## config.mk

```make
export PLATFORM = sky130hd
export DESIGN_NAME = handshake_mc
export DESIGN_NICKNAME = d
export VERILOG_FILES = /design/src/rtl/handshake_pkg.sv /design/src/rtl/handshake_mc_rr_arbiter.sv /design/src/rtl/handshake_mc.sv
export SDC_FILE = /design/constraint.sdc
export NUM_CORES = 1
export LEC_CHECK = 0
export CAP_MARGIN = 0
export CORE_MARGIN = 1.5
export CORE_UTILIZATION = 60
export DETAILED_ROUTE_END_ITERATION = 8
export DONT_BUFFER_PORTS = 1
export GPL_ROUTABILITY_DRIVEN = 0
export GPL_TIMING_DRIVEN = 1
export PLACE_DENSITY_LB_ADDON = 0.08
export SETUP_SLACK_MARGIN = 0.2
export SLEW_MARGIN = 20
export SYNTH_ARGS = -nofsm -noshare
export SYNTH_HDL_FRONTEND = slang
export SYNTH_SLANG_ARGS = --single-unit
```

## constraint.sdc

```tcl
create_clock -name clk -period 3.1 [get_ports clk]
set_input_delay 0.62 -clock clk [delete_from_list [all_inputs] [get_ports clk]]
set_output_delay 0.62 -clock clk [all_outputs]
set_load 0.05 [all_outputs]
```

## src/rtl/handshake_pkg.sv

```systemverilog
// ============================================================================
// Module   : handshake_pkg
// Brief    : Shared state encoding and start-mode constants for handshake_mc.
// Revision : 1.0 - initial release
// ============================================================================
`default_nettype none

package handshake_pkg;

  typedef enum logic [0:0] {
    HS_IDLE = 1'b0,
    HS_WAIT = 1'b1
  } hs_state_t;

  localparam int START_PULSE = 0;
  localparam int START_LEVEL = 1;

endpackage

`default_nettype wire

```

## src/rtl/handshake_mc_rr_arbiter.sv

```systemverilog
// ============================================================================
// Module   : rr_arbiter
// Brief    : Combinational round-robin arbiter; scans upward from ptr+1.
// Revision : 1.0 - initial release
// ============================================================================
`default_nettype none

module rr_arbiter #(
  parameter int NUM_CH = 4,
  parameter int ID_W   = (NUM_CH > 1) ? $clog2(NUM_CH) : 1
) (
  input  logic [NUM_CH-1:0] req,
  input  logic [ID_W-1:0]   ptr,
  output logic [NUM_CH-1:0] gnt,
  output logic [ID_W-1:0]   gnt_id,
  output logic              any_gnt
);

  int              w_idx;
  logic [ID_W-1:0] w_sel;

  // Offset 1 first so the last winner gets the lowest priority.
  always_comb begin
    gnt     = '0;
    gnt_id  = '0;
    any_gnt = 1'b0;
    w_idx   = 0;
    w_sel   = '0;
    for (int k = 1; k <= NUM_CH; k++) begin
      w_idx = int'(ptr) + k;
      if (w_idx >= NUM_CH) w_idx = w_idx - NUM_CH;
      w_sel = ID_W'(w_idx);
      if (!any_gnt && req[w_sel]) begin
        any_gnt    = 1'b1;
        gnt[w_sel] = 1'b1;
        gnt_id     = w_sel;
      end
    end
  end

endmodule

`default_nettype wire

```

## src/rtl/handshake_mc.sv

```systemverilog
// ============================================================================
// Module   : handshake_mc
// Brief    : Multi-channel start/done sequencer with round-robin grant and
//            per-channel sticky watchdog errors.
// Revision : 1.0 - initial release
// ============================================================================
`default_nettype none

module handshake_mc
  import handshake_pkg::*;
#(
  parameter int NUM_CH     = 4,
  parameter int TMO_W      = 8,
  parameter int START_MODE = 0
) (
  input  logic                      clk,
  input  logic                      rst_l,
  input  logic [NUM_CH-1:0]         ready,
  input  logic [NUM_CH-1:0]         done,
  input  logic [TMO_W-1:0]          timeout_cyc,
  input  logic [NUM_CH-1:0]         err_clr,
  output logic [NUM_CH-1:0]         start,
  output logic                      busy,
  output logic [$clog2(NUM_CH)-1:0] grant_id,
  output logic                      done_o,
  output logic [NUM_CH-1:0]         tmo_err
);

  localparam int ID_W = $clog2(NUM_CH);
  localparam logic [TMO_W-1:0] c_tmr_max = {TMO_W{1'b1}};

  hs_state_t         r_state;
  logic [ID_W-1:0]   r_ptr;
  logic [TMO_W-1:0]  r_timer;

  logic [NUM_CH-1:0] w_elig;
  logic [NUM_CH-1:0] w_gnt;
  logic [ID_W-1:0]   w_gnt_id;
  logic              w_any;
  logic              w_tmo_hit;

  assign w_elig    = ready & ~tmo_err;
  assign w_tmo_hit = (timeout_cyc != '0) && (r_timer == timeout_cyc - TMO_W'(1));

  rr_arbiter #(
    .NUM_CH (NUM_CH),
    .ID_W   (ID_W)
  ) u_arb (
    .req     (w_elig),
    .ptr     (r_ptr),
    .gnt     (w_gnt),
    .gnt_id  (w_gnt_id),
    .any_gnt (w_any)
  );

  always_ff @(posedge clk or negedge rst_l) begin
    if (!rst_l) begin
      r_state  <= HS_IDLE;
      r_ptr    <= ID_W'(NUM_CH - 1);
      r_timer  <= '0;
      start    <= '0;
      busy     <= 1'b0;
      grant_id <= '0;
      done_o   <= 1'b0;
      tmo_err  <= '0;
    end else begin
      done_o  <= 1'b0;
      // A timeout set later in this block overrides a coincident clear.
      tmo_err <= tmo_err & ~err_clr;
      case (r_state)
        HS_IDLE: begin
          start <= '0;
          if (w_any) begin
            start    <= w_gnt;
            grant_id <= w_gnt_id;
            r_timer  <= '0;
            busy     <= 1'b1;
            r_state  <= HS_WAIT;
          end
        end
        HS_WAIT: begin
          if (START_MODE == START_PULSE) start <= '0;
          if (done[grant_id]) begin
            done_o  <= 1'b1;
            r_ptr   <= grant_id;
            start   <= '0;
            busy    <= 1'b0;
            r_state <= HS_IDLE;
          end else if (w_tmo_hit) begin
            tmo_err[grant_id] <= 1'b1;
            r_ptr   <= grant_id;
            start   <= '0;
            busy    <= 1'b0;
            r_state <= HS_IDLE;
          end else if (r_timer != c_tmr_max) begin
            r_timer <= r_timer + TMO_W'(1);
          end
        end
        default: r_state <= HS_IDLE;
      endcase
    end
  end

endmodule

`default_nettype wire
```

## Word-level counts from Yosys, hierarchy flattened

Index checks and enable logic that the tools add are counted.

- $lt $le $gt $ge: 14
- Reductions and logical operators: 18
- Muxes and demuxes: 58
- Eq/ne operators: 7
- Add/subtract/negate cells: 10
- Bitwise logic cells: 9

Operators with widths:

| kind | count |
|---|---|
| $mux W4 | 8 |
| $mux W8 | 4 |
| $mux W1 | 22 |
| $mux W2 | 10 |
| $or A4 B4 Y4 | 4 |
| $pmux W8 S2 | 1 |
| $lt A2 B3 Y1 const B | 5 |
| $bmux W1 S2 | 5 |
| $demux W1 S2 | 5 |
| $ge A2 B1 Y1 const B | 5 |
| $ge A3 B3 Y1 const B | 3 |
| $logic_and A1 B1 Y1 | 9 |
| $add A8 B1 Y8 const B | 1 |
| $and A4 B4 Y4 | 2 |
| $eq A8 B8 Y1 | 1 |
| $ne A8 B8 Y1 const B | 1 |
| $not A4 Y4 | 2 |
| $pmux W4 S2 | 1 |
| $reduce_bool A8 Y1 | 1 |
| $sub A2 B1 Y2 const B | 4 |
| $sub A8 B1 Y8 const B | 1 |
| $add A2 B2 Y3 const B | 2 |
| $reduce_and A2 Y1 | 3 |
| $add A2 B3 Y4 const B | 1 |
| 10 further kinds | 15 |

- Word-level logic and storage cells: 124
- Flip-flop bits (word level): 23
- Output and inout bits: 12
- Input bits: 22

## Longest topological paths before layout

- Depth after elaboration: 17
- Mapped depth: 9
- Gate-level depth less buffers: 7

## By module

Synthesis repeated with hierarchy kept, for this count alone.

- Cells, all modules: 197
- Area total of the unflattened synthesis: 1846.8 µm²

Modules (own cells, without submodules):

| module | instances | area an instance (µm²) | cells each | seq. area each (µm²) |
|---|---|---|---|---|
| handshake_mc | 1 | 1321.3 | 129 | 578.1 |
| rr_arbiter | 1 | 525.5 | 68 | 0.0 |

## Worst setup path before layout

No wires, ideal clock.

- Path type: flip-flop to flip-flop
- From: reg grant_id[0]
- To: reg r_timer[7]
- Stages on the path, launching flop included: 7
- Library setup time: 76 ps
- Required time: 3024 ps
- Arrival: 2247 ps
- Path slack: 777 ps
- Cells stage by stage: dfrtp_1 mux4_2 and2_4 a211oi_4 nand2_1 a2111o_1 o21ai_1

- Longest elaborated chain between the ends: 4

Ends and longest elaborated chain:

| item | RTL line | RTL |
|---|---|---|
| start, declared | handshake_mc.sv:24 | `output logic [$clog2(NUM_CH)-1:0] grant_id,` |
| start signal, assigned | handshake_mc.sv:75 | `grant_id <= w_gnt_id;` |
| $bmux W1 S2 | handshake_mc.sv:83 | `if (done[grant_id]) begin` |
| $mux W1 (implied by the code) | handshake_mc.sv:83 |  |
| $ne A2 B2 Y1 (no source line) | n/a |  |
| $reduce_and A4 Y1 (no source line) | n/a |  |
| end signal, assigned | handshake_mc.sv:96 | `r_timer <= r_timer + TMO_W'(1);` |
| end, declared | handshake_mc.sv:34 | `logic [TMO_W-1:0] r_timer;` |

Every way passes these cells. The select of a mux whose other input is x is not followed.
A chain may end at the register's enable or synchronous reset.

## Worst setup path after layout

- From: reg r_ptr[0]
- To: reg start[1]

- Longest elaborated chain between the ends: 17

Ends and longest elaborated chain:

| item | RTL line | RTL |
|---|---|---|
| start, declared | handshake_mc.sv:33 | `logic [ID_W-1:0] r_ptr;` |
| start signal, assigned | handshake_mc.sv:59 | `r_ptr <= ID_W'(NUM_CH - 1);` |
| start signal, assigned | handshake_mc.sv:85 | `r_ptr <= grant_id;` |
| start signal, assigned | handshake_mc.sv:91 | `r_ptr <= grant_id;` |
| branches (longest 15 deep; another with $add A2 B1 Y3) | n/a |  |
| $mux W4 (*) | handshake_mc.sv:73 | `if (w_any) begin` |
| $pmux W4 S2 (*) | handshake_mc.sv:70 | `case (r_state)` |
| end signal, assigned | handshake_mc.sv:74 | `start <= w_gnt;` |
| end, declared | handshake_mc.sv:22 | `output logic [NUM_CH-1:0] start,` |

Every way passes the cells marked *. The select of a mux whose other input is x is not followed.

==> flow_summary.yaml <==
place:
  dp.final_hpwl_um: 3180
  io_buffers: 0
  placed_area_um2: 1870
critical_path:
  setup.worst_path.end_class: "register"
  critical_path.max_fanout: 12
  path_class: "reg -> reg"
  cp-start-kind: "register"
  worstPathArrival_ns: 2.80
  worstPathRequired_ns: 3.34
synthesis:
  ys.warnings.count: 0
  synth-xor-area-share_pct: 4.66
  avgSynthCellArea_um2: 9.12
  yosysTopAreaCell: "dfrtp_1"
  synth_top_area_share_pct: 28.0
  ys_top_cells_by_area: "dfrtp_1 (28%), ha_1 (7.3%), a21oi_1 (4.0%)"
  synth_compound_area_share_pct: 22.2
  yosys.area_share.adder_pct: 7.32
  synth_mux_area_share_pct: 7.39
  synth_top_family_by_area: "compound AO/OA/AOI/OAI gates"
  syn_nets: 239
  synth_edf_count: 0
  synth_ff_type: "dfrtp_1"
  synth_area_um2: 1880
  synth-simple-area-share_pct: 21.8
  syn_inst: 206
  ys_ff_latch: 23
  synthArstFlopShare_pct: 100
  seq_area_frac_synth_pct: 30.8
  yosysUniqueCellTypes: 52
floorplanning:
  rows: 20
  die_x_um: 59.0
  io_pins: 34
  die_y_um: 59.0
  die-area_um2: 3480
  start_util_pct: 62.6
  core-area_um2: 3000
power_and_ir_drop:
  p_sw_share_pct: 50.4
  seq_power_share_pct: 45.3
  p_comb_share_pct: 45.2
  clockPowerShare_pct: 9.4
  powerDensity_nw_per_um2: 763
  p_switching_uw: 736
  fin_total_pwr_uw: 1460
  ir_drop_mv: 0.508
  p_int_uw: 723
  p_leak_uw: 0.000779
clock_tree:
  clk_pin_slew_worst_paths_ns: 0.13
  clock_path_buffers: 2
  clock-sinks: 23
  cts_resized: 0
  cts_tree: "built"
  root_buffer: "clkbuf_4"
  htree_levels: 1
  cts_buffers: 3
  clock_latency_ns: 0.31
  ctsHoldBuffers: 1
  post_cts_buffers: 0
sta:
  worst_clock_skew_ns: 0.0109
  setup_viol: 0
  timing.final.crit_share_pct: 82.4
  worst_pin_slew_ns: 0.965
  maxSlewViolCount: 0
  fmax_mhz: 391
  period_minus_slack_ns: 2.55
  rsz0062_at_grt: "false"
  fin_tns_setup_ns: 0
  slew_headroom_pct: 35.4
  hold_viol: 0
hold_path:
  hp-class: "in -> async"
status:
  outcome: "finished clean"
detailed_routing:
  vias_per_cell: 6.70
  wl_um: 4250
  ant_nets: 0
  dr.pass1.iters: 4
  drt_iter0_drc: 144
  drc_errors: 0
  vias: 1588
  wire_per_inst_um: 17.9
finish:
  area_delta_synth_final_pct: 1.73
  antennaDiodeCount: 0
  drive_above_1_share_pct: 11.3
  multi_input_area_um2: 1190
  regArea_um2: 578
  fillCellCount: 273
  final_net_count: 238
  finish.instance_area_um2: 1910
flow_run:
  drv_cap: 0
global_routing:
  grt_max_degree: 22
  grt_pass1_vias: 1558
  grt_use_total_pct: 26.3
  gr-total-overflow: 0
  grt_pass1_wl_um: 7040
  antenna_found_initial: 0
critical path: stages, from the launching register on:
cell and delay (ns):
dfstp_2 0.72, inv_1 0.21, ha_1 0.38, or3_1 0.40, a21boi_0 0.41, a222oi_1 0.20, a21oi_1 0.16
layer usage:
| metal | up-vias | routed length [um] | GRT usage, % |
|---|---|---|---|
| met5 | - | 0 | 0 |
| met2 | 49 | 2220 | 46.7 |
| met4 | 0 | 30 | 8.44 |
| met1 | 774 | 1800 | 33.0 |
| met3 | 4 | 196 | 3.30 |
| li1 | 761 | - | - |
metrics by stage:
stage | cells | setup slack (ns) | hold WS, ns | util, %
2_1_floorplan | 206 | 0.777 | 0.324 | -
3_5_place_dp | 232 | 0.502 | 0.325 | 62.4
6_report | 237 | 0.545 | 0.124 | 63.7
4_1_cts | 237 | 0.590 | 0.120 | 63.7
5_1_grt | 237 | 0.389 | 0.0945 | 63.7
3_3_place_gp | 232 | 0.581 | 0.325 | 62.4
power by group through the flow:
stage | Combinational [uW] | Sequential, uW | Clock, uW
finish | 660 | 662 | 138
global route | 725 | 678 | 156
CTS | 652 | 661 | 140
detailed placement | 644 | 666 | 0
global placement | 627 | 661 | 0
floorplan | 551 | 626 | 0
layout by cell type (no fill, tap or decap), types with 3 or more instances in the layout:
master and instances:
nor2_1 9, inv_1 13, o21ai_1 3, o32ai_1 4, a2111o_1 3, xnor2_1 7, mux2i_1 6, mux4_2 3
nor3_1 3, a21oi_1 15, a222oi_1 4, a31oi_1 4, nand2b_1 6, or2_2 3, nand2_1 16, ha_1 11
o211ai_1 7, nand4_1 5, o21ai_0 8, nand3_1 8, dfrtp_1 21, xor2_1 3, clkbuf_4 3, and3_1 3
nor2b_1 6
cell type report:
class,instances,share of cell area (%)
multi-input cells,161,62.3
repair buffers,3,1.31
clock buffers,3,1.18
clock inverters,1,0.262
inverters,13,2.55
flip-flops and latches,23,30.2
well taps,33,2.16
registers in the layout, summed over array words and instances, names as in the netlist:
register / cells
r_state: 1
tmo_err: 4
done_o: 1
busy: 1
start: 4
r_timer: 8
grant_id: 2
r_ptr: 2
synthesized netlist by cell type, types with 2 or more instances:
master	n
a2111o_1	3
a21oi_1	15
a222oi_1	4
a31oi_1	4
and3_1	3
buf_2	4
clkbuf_1	2
dfrtp_1	21
dfstp_2	2
ha_1	11
inv_1	13
mux2i_1	6
mux4_2	3
nand2_1	16
nand2b_1	6
nand3_1	8
nand4_1	5
nor2_1	9
nor2b_1	6
nor3_1	3
o211ai_1	7
o21a_1	2
o21ai_0	8
o21ai_1	3
o32ai_1	4
or2_2	3
or3_1	2
xnor2_1	7
xor2_1	3
worst paths after layout:
check	from	to	cells past startpoint	slack, ns
min in group clk	err_clr[2]	tmo_err[2]	1	0.40
max reg2reg	r_ptr[0]	start[1]	6	0.55
min	rst_l	r_ptr[0]	0	0.12
min reg2reg	r_timer[6]	r_timer[6]	2	0.60
max in group asynchronous	rst_l	grant_id[0]	1	1.62
max	r_ptr[0]	start[1]	6	0.55
kinds of logic after synthesis:
kind of cell               count (synthesis)
buffers and inverters                     22
xor gates and xnor gates                  10
and+or+nand+nor                           72
muxes                                     10
adders and majority gates                 11
DFF                                       23
AOI/OAI and AO/OA                         58
No activity file was read; power rests on OpenSTA's default activity.
